[config.mk]
export PLATFORM = sky130hd
export DESIGN_NAME = noc_vc_arbiter
export DESIGN_NICKNAME = d
export VERILOG_FILES = /design/src/rtl/noc_config_pkg.sv /design/src/rtl/noc_round_robin_arbiter.sv /design/src/rtl/noc_vc_arbiter.sv
export SDC_FILE = /design/constraint.sdc
export NUM_CORES = 1
export LEC_CHECK = 0
export CORE_AREA = 5 5 42 44
export DETAILED_ROUTE_END_ITERATION = 7
export DIE_AREA = 0 0 47 49
export PLACE_DENSITY = 0.58
export SLEW_MARGIN = 0
export SYNTH_ARGS = -nofsm -noshare
export SYNTH_HDL_FRONTEND = slang
export SYNTH_SLANG_ARGS = --single-unit
[constraint.sdc]
create_clock -name clk -period 1.8 [get_ports clk]
set_input_delay 0.27 -clock clk [delete_from_list [all_inputs] [get_ports clk]]
set_output_delay 0.27 -clock clk [all_outputs]
set_load 0.02 [all_outputs]
[src/rtl/noc_config_pkg.sv]
// Shared NoC configuration structure and its default value.
package noc_config_pkg;

   typedef struct packed {
      int unsigned virtual_channels;
      int unsigned flit_width;
      int unsigned buffer_depth;
   } noc_config_t;

   localparam noc_config_t NOC_DEFAULT_CONFIG = '{
      virtual_channels: 2,
      flit_width:       32,
      buffer_depth:     4
   };

endpackage

[src/rtl/noc_round_robin_arbiter.sv]
// Combinational round-robin arbiter: grants the first request at or above i_pointer,
// wrapping to the lowest request when none is found above it.
module noc_round_robin_arbiter #(
   parameter  int unsigned N    = 2,
   localparam int unsigned PtrW = (N > 1) ? $clog2(N) : 1
) (
   input  logic [N-1:0]    i_request,
   input  logic [PtrW-1:0] i_pointer,
   output logic [N-1:0]    o_grant
);

   logic [N-1:0] w_hi;
   logic [N-1:0] w_lo;
   logic         w_hi_found;
   logic         w_lo_found;

   always_comb begin
      w_hi       = '0;
      w_lo       = '0;
      w_hi_found = 1'b0;
      w_lo_found = 1'b0;
      for (int i = 0; i < int'(N); i++) begin
         if (i_request[i] && !w_lo_found) begin
            w_lo[i]    = 1'b1;
            w_lo_found = 1'b1;
         end
         if (i_request[i] && (i >= int'(i_pointer)) && !w_hi_found) begin
            w_hi[i]    = 1'b1;
            w_hi_found = 1'b1;
         end
      end
      o_grant = w_hi_found ? w_hi : w_lo;
   end

endmodule

[src/rtl/noc_vc_arbiter.sv]
// Per-output-port VC arbiter: round-robin head selection, grant locked until the tail transfers.
// Optional per-VC saturating flit counters enabled by NOC_VC_ARB_PERF_EN.
module noc_vc_arbiter
   import noc_config_pkg::*;
#(
   parameter  noc_config_t CONFIG   = NOC_DEFAULT_CONFIG,
   localparam int unsigned CHANNELS = CONFIG.virtual_channels,
   localparam int unsigned PtrW     = (CHANNELS > 1) ? $clog2(CHANNELS) : 1
`ifdef NOC_VC_ARB_PERF_EN
   ,
   localparam int unsigned FlitCntW = 16
`endif
) (
   input  logic                              clk,
   input  logic                              rst_n,
   input  logic [CHANNELS-1:0]               i_valid,
   input  logic [CHANNELS-1:0]               i_head,
   input  logic [CHANNELS-1:0]               i_tail,
   input  logic                              i_ready,
   output logic [CHANNELS-1:0]               o_vc_grant,
`ifdef NOC_VC_ARB_PERF_EN
   output logic [CHANNELS-1:0][FlitCntW-1:0] o_flit_count,
`endif
   output logic                              o_busy
);

   typedef enum logic [0:0] {StIdle, StLocked} arb_state_e;

   arb_state_e          r_state;
   arb_state_e          w_state_nxt;
   logic [PtrW-1:0]     r_ptr;
   logic [PtrW-1:0]     w_ptr_nxt;
   logic [CHANNELS-1:0] r_lock;
   logic [CHANNELS-1:0] w_lock_nxt;
   logic [CHANNELS-1:0] w_req;
   logic [CHANNELS-1:0] w_winner;
   logic [CHANNELS-1:0] w_grant;
   logic                w_xfer;
   logic                w_tail;
   logic [PtrW-1:0]     w_grant_idx;
   logic [PtrW-1:0]     w_next_ptr;

   assign w_req = i_valid & i_head;

   noc_round_robin_arbiter #(
      .N (CHANNELS)
   ) u_rr_arb (
      .i_request (w_req),
      .i_pointer (r_ptr),
      .o_grant   (w_winner)
   );

   assign w_grant    = (r_state == StIdle) ? w_winner : r_lock;
   assign w_xfer     = (|(w_grant & i_valid)) & i_ready;
   assign w_tail     = |(w_grant & i_tail);
   assign o_vc_grant = w_grant;
   assign o_busy     = (r_state == StLocked);

   always_comb begin
      w_grant_idx = '0;
      for (int i = 0; i < int'(CHANNELS); i++) begin
         if (w_grant[i]) begin
            w_grant_idx = PtrW'(i);
         end
      end
   end

   // Covers CHANNELS=1 too: the only index is CHANNELS-1, so the pointer stays 0.
   assign w_next_ptr = (w_grant_idx == PtrW'(CHANNELS - 1)) ? '0 : w_grant_idx + PtrW'(1);

   always_comb begin
      w_state_nxt = r_state;
      w_ptr_nxt   = r_ptr;
      w_lock_nxt  = r_lock;
      unique case (r_state)
         StIdle: begin
            if (w_xfer) begin
               if (w_tail) begin
                  w_ptr_nxt = w_next_ptr;
               end else begin
                  w_state_nxt = StLocked;
                  w_lock_nxt  = w_winner;
               end
            end
         end
         StLocked: begin
            if (w_xfer && w_tail) begin
               w_state_nxt = StIdle;
               w_lock_nxt  = '0;
               w_ptr_nxt   = w_next_ptr;
            end
         end
      endcase
   end

   always_ff @(posedge clk or negedge rst_n) begin
      if (!rst_n) begin
         r_state <= StIdle;
         r_ptr   <= '0;
         r_lock  <= '0;
      end else begin
         r_state <= w_state_nxt;
         r_ptr   <= w_ptr_nxt;
         r_lock  <= w_lock_nxt;
      end
   end

`ifdef NOC_VC_ARB_PERF_EN
   logic [CHANNELS-1:0][FlitCntW-1:0] r_flit_count;

   always_ff @(posedge clk or negedge rst_n) begin
      if (!rst_n) begin
         r_flit_count <= '0;
      end else begin
         for (int i = 0; i < int'(CHANNELS); i++) begin
            if (w_xfer && w_grant[i] && (r_flit_count[i] != '1)) begin
               r_flit_count[i] <= r_flit_count[i] + FlitCntW'(1);
            end
         end
      end
   end

   assign o_flit_count = r_flit_count;
`endif

endmodule
-- Word level (Yosys, flattened, before mapping)
Cells that the tools add are included.
- input bits: 9
- memories: 0
- latch bits: 0
- memory bits (writable): 0
- ROM bits: 0
- register bits: 4
- output and inout bits: 3
- $lt $le $gt $ge: 1
- div/mod/pow operators: 0
- equal/unequal tests: 4
- multiply operators: 0
- bitwise operators: 5
- add/sub/neg operators: 1
- mux-type cells: 21
- shifts and indexed selects: 0
- reductions and logical operators: 10
- operators by type and width (cell ; number):
    2-to-1 mux 1 bit ; 13
    2-to-1 mux 2 bit ; 5
    bitwise AND 2 bit ; 3
    != test 2 bit, second input constant ; 3
    AND reduction 3 bit ; 2
    logical AND 1 bit ; 4
    case mux 1 bit (2 select lines) ; 2
    case mux 2 bit (2 select lines) ; 1
    OR reduction 2 bit ; 2
    logical NOT 1 bit ; 2
    != test 2 x 1 -> 1 bit, second input constant ; 1
    adder 1 bit, second input constant ; 1
    bitwise AND 1 bit ; 1
    greater-or-equal comparator 1 bit, first input constant ; 1
    inverter 1 bit ; 1

-- Logic depth before layout (Yosys ltp)
- depth in word-level cells: 14
- depth in mapped cells: 4
- gate-level depth less buffers: 4

-- By module
A second synthesis with hierarchy kept.
- cell total of the unflattened synthesis: 32
- area, all modules: 329.1 um^2
- by module, submodules not included (module ; instances ; cells each ; area an instance (um^2) ; seq. area each (um^2)):
    noc_vc_arbiter ; 1 ; 29 ; 310.3 ; 100.1
    noc_round_robin_arbiter ; 1 ; 3 ; 18.8 ; 0.0

-- Worst setup path after synthesis
OpenSTA, ideal clock, no wires.
- kind: register to output
- from: register r_ptr
- to: output o_vc_grant[0]
- required time: 1.530 ns
- setup slack: 0.499 ns
- arrival time: 1.031 ns
- stages on the path, launching flop included: 4
- path through: dfrtp_1 -> and3_1 -> nand3b_1 -> o21ai_1
- word-level cells in the longest chain between the ends: 8
- ends and longest elaborated chain (element ; line ; source):
    start: declaration ; noc_vc_arbiter.sv:31 ; logic [PtrW-1:0] r_ptr;
    start signal: assignment ; noc_vc_arbiter.sv:103 ; r_ptr <= w_ptr_nxt;
    greater-or-equal comparator 1 bit (*) ; noc_round_robin_arbiter.sv:27 ; if (i_request[i] && (i >= int'(i_pointer)) && !w_hi_found) begin
    logical AND 1 bit (*) ; noc_round_robin_arbiter.sv:27 ;
    2-to-1 mux 1 bit (*) ; noc_round_robin_arbiter.sv:27 ;
    logical NOT 1 bit ; noc_round_robin_arbiter.sv:27 ;
    logical AND 1 bit ; noc_round_robin_arbiter.sv:27 ;
    2-to-1 mux 1 bit ; noc_round_robin_arbiter.sv:27 ;
    2-to-1 mux 2 bit (*) ; noc_round_robin_arbiter.sv:32 ; o_grant = w_hi_found ? w_hi : w_lo;
    2-to-1 mux 2 bit (*) ; noc_vc_arbiter.sv:53 ; assign w_grant = (r_state == StIdle) ? w_winner : r_lock;
    end: declaration ; noc_vc_arbiter.sv:20 ; output logic [CHANNELS-1:0] o_vc_grant,
Mark *: on every way between the ends. The rest lies on a longest branch, timed or not.

-- Worst setup path in the final report
- from: input i_valid[0]
- to: output o_vc_grant[1]
- word-level cells in the longest chain between the ends: 8
- elaborated cells on any way between the ends: 13
- classes of those cells: mux: 7; bitwise: 1; reduce/logical: 5
- ends and longest elaborated chain (element ; line ; source):
    start: declaration ; noc_vc_arbiter.sv:16 ; input logic [CHANNELS-1:0] i_valid,
    bitwise AND 2 bit (*) ; noc_vc_arbiter.sv:43 ; assign w_req = i_valid & i_head;
    logical AND 1 bit ; noc_round_robin_arbiter.sv:27 ;
    2-to-1 mux 1 bit ; noc_round_robin_arbiter.sv:27 ;
    logical NOT 1 bit ; noc_round_robin_arbiter.sv:27 ;
    logical AND 1 bit ; noc_round_robin_arbiter.sv:27 ;
    2-to-1 mux 1 bit ; noc_round_robin_arbiter.sv:27 ;
    2-to-1 mux 2 bit (*) ; noc_round_robin_arbiter.sv:32 ;
    2-to-1 mux 2 bit (*) ; noc_vc_arbiter.sv:53 ;
Marked as above.

==> impl_results.md <==
* Total area of sequential cells at 100 um^2
* H-tree depth at 1
* Layout cells sized above 1 at 0.296
* Crit path required time at 1.53 ns
* Cell accounting for the most synthesized area: dfrtp_1
* Worst Max-Slew Pin Slew at 0.232 ns
* Die Y at 49 um
* Initial antenna violation count at 0
* IO Port Bufs at 11
* Count leader, synth: dfrtp_1
* Die footprint at 2300 um^2
* Clock Pin Slew Worst Setup and Hold Paths at 0.04 ns
* Global-route usage over all layers at 0.0727
* Global route overflow at 0
* Max frequency at 0.585 GHz
* Avg WL per Cell at 11.5 um
* Relative max-transition margin at 0.845
* Mapped cell area at 325 um^2
* Leakage power at 0.000242 uW
* P_sw at 241 uW
* Post-Synthesis Cells at 35
* Largest net degree at the start of global routing at 9
* # diodes at 0
* Worst r2r path cells at 5
* Logic pwr share at 0.536
* #FFs+latches synth at 4
* CTS Hold Bufs at 0
* Clock root cell: clkbuf_4
* Syn. warnings at 0
* Sw Share at 0.380
* Largest cells by area after synthesis: dfrtp_1 31%, o221ai_2 9.2%, a22o_1 5.4%, nand4b_1 5.4%, a21o_1 4.6%
* Sequential-to-total area share from yosys stat at 0.308
* Antenna viol nets, final at 0
* Critical path class: input port to output port
* Final hold vios at 0
* Clock buffer depth at 2
* Clk sinks at 4
* Fillers at 151
* CP endpoint kind: output port
* Vias per cell at 4.63
* EDFF count, synth at 0
* Vias in the first global route at 325
* Outcome: finished clean
* # DRC at 0
* Syn Nets at 44
* Die width at 47 um
* Hold Slack at 0.235 ns
* Total Wirelength at 807 um
* Pre-antenna DRT Iters at 4
* Max Cap Violations at 0
* Total negative slack at 0 ns
* Hold Crit Class: input port to async pin
* PnR worst setup slack at 0.0919 ns
* Nets at 65
* Number of placed I/O pins at 12
* Final setup fails at 0
* GPL Wtd Cong at 0.698
* Synth-to-layout area growth at 56.9%
* Min cycle time layout at 1.71 ns
* WP data arrival at 1.44 ns
* Final Cycle Share at 0.949
* Final Power at 633 uW
* Core area at 1400 um^2
* HPWL Detailed at 634 um
* Final Skew at 0.00189 ns
* P_int at 393 uW
* Worst vdd ir at 540 uV
* Synth cell types at 22
* Post-synth ARST share at 1.00
* Post-synthesis average cell area at 9.29 um^2
* Share of power burned in registers at 0.294
* CP Max Fanout at 2
* Worst setup SP type: input port
* 1st-iter DRT viols at 3
* CTS Buf Count at 3
* RSZ-0062 raised after global routing: false
* Skew-Pair Late Insertion Delay at 0.23 ns
* Initial core utilization at 0.232
* CTS tree: done
* Multi-input gate area at 209 um^2
* Most used DFF post-synth: dfrtp_1
* Final slew viol count at 0
* Power density cells at 1240 nW/um^2
* Pre-CTS WS at -0.359 ns
* Clk pwr share at 0.170
* Via count at 324
* Top cell type's share of synthesized area at 0.308
* First-pass GRT wire length at 1.25 mm
* Rows at 14
-- final timing paths --
kind	start	end	slack, ns
max	i_valid[0]	o_vc_grant[1]	0.09
min reg2reg	r_lock[0]	r_lock[0]	0.54
min	rst_n	r_lock[0]	0.24
max in group asynchronous	rst_n	r_ptr	1.41
min in group clk	r_lock[0]	r_lock[0]	0.54
max reg2reg	flop	r_ptr	0.34
-- cell usage in the layout (no fill, tap or decap), drive strengths merged --
master,instances
dfrtp,4
o22ai,1
o21ai,2
and3,2
o221ai,2
clkbuf,3
mux2i,1
nand2,2
a22o,2
nand3b,2
a21o,2
o21bai,1
nor2,1
inv,1
o21a,1
and3b,1
buf,9
and2,3
clkdlybuf4s50,9
nor3,2
a22oi,1
nand4b,2
-- power by group through the flow --
stage,clock [uW],combinational [uW],sequential (uW)
4_1_cts,114,345,186
6_report,107,340,186
2_1_floorplan,0,230,180
5_1_grt,122,372,191
3_3_place_gp,0,360,189
3_5_place_dp,0,359,187
-- cells by family after synthesis --
| family | synth area share |
|---|---|
| and+or+nand+nor | 0.300 |
| muxes | 0.0308 |
| AOI/OAI and AO/OA | 0.312 |
| DFF | 0.308 |
| buffers and inverters | 0.0500 |
-- final cells by class --
cell class              instances  area share
inverters                       1     0.00735
multi-input cells              28       0.409
repair buffers                 18       0.304
flip-flops and latches          4       0.196
clock buffers                   3      0.0441
well taps                      16      0.0392
-- routing by layer --
layer / routed length, um / part of all wire / global-route usage
met3: 88 / 0.11 / 0.0185
met2: 353 / 0.44 / 0.106
met1: 365 / 0.45 / 0.0931
met4: 0 / 0 / 0.0415
met5: 0 / 0 / 0
-- worst max-delay path, cell delays in order --
cell	delay, ns
clkdlybuf4s50_1	0.41
and3b_2	0.22
nand3b_1	0.18
o21ai_1	0.18
buf_4	0.17
-- repair_timing --
item / CTS / global route
resized for setup: 7 / 2
cloned: 0 / 0
endpoints found under the hold margin: 0 / 0
endpoints found under the setup margin: 2 / 2
buffers inserted: 0 / 0
-- per-stage QoR --
step           instances  area, um^2  utilization
5_1_grt               70         510        0.364
3_5_place_dp          67         495        0.354
2_1_floorplan         35         325            -
6_report              70         510        0.364
4_1_cts               70         514        0.367
3_3_place_gp          67         495        0.354
(Power assumes the default switching activity.)
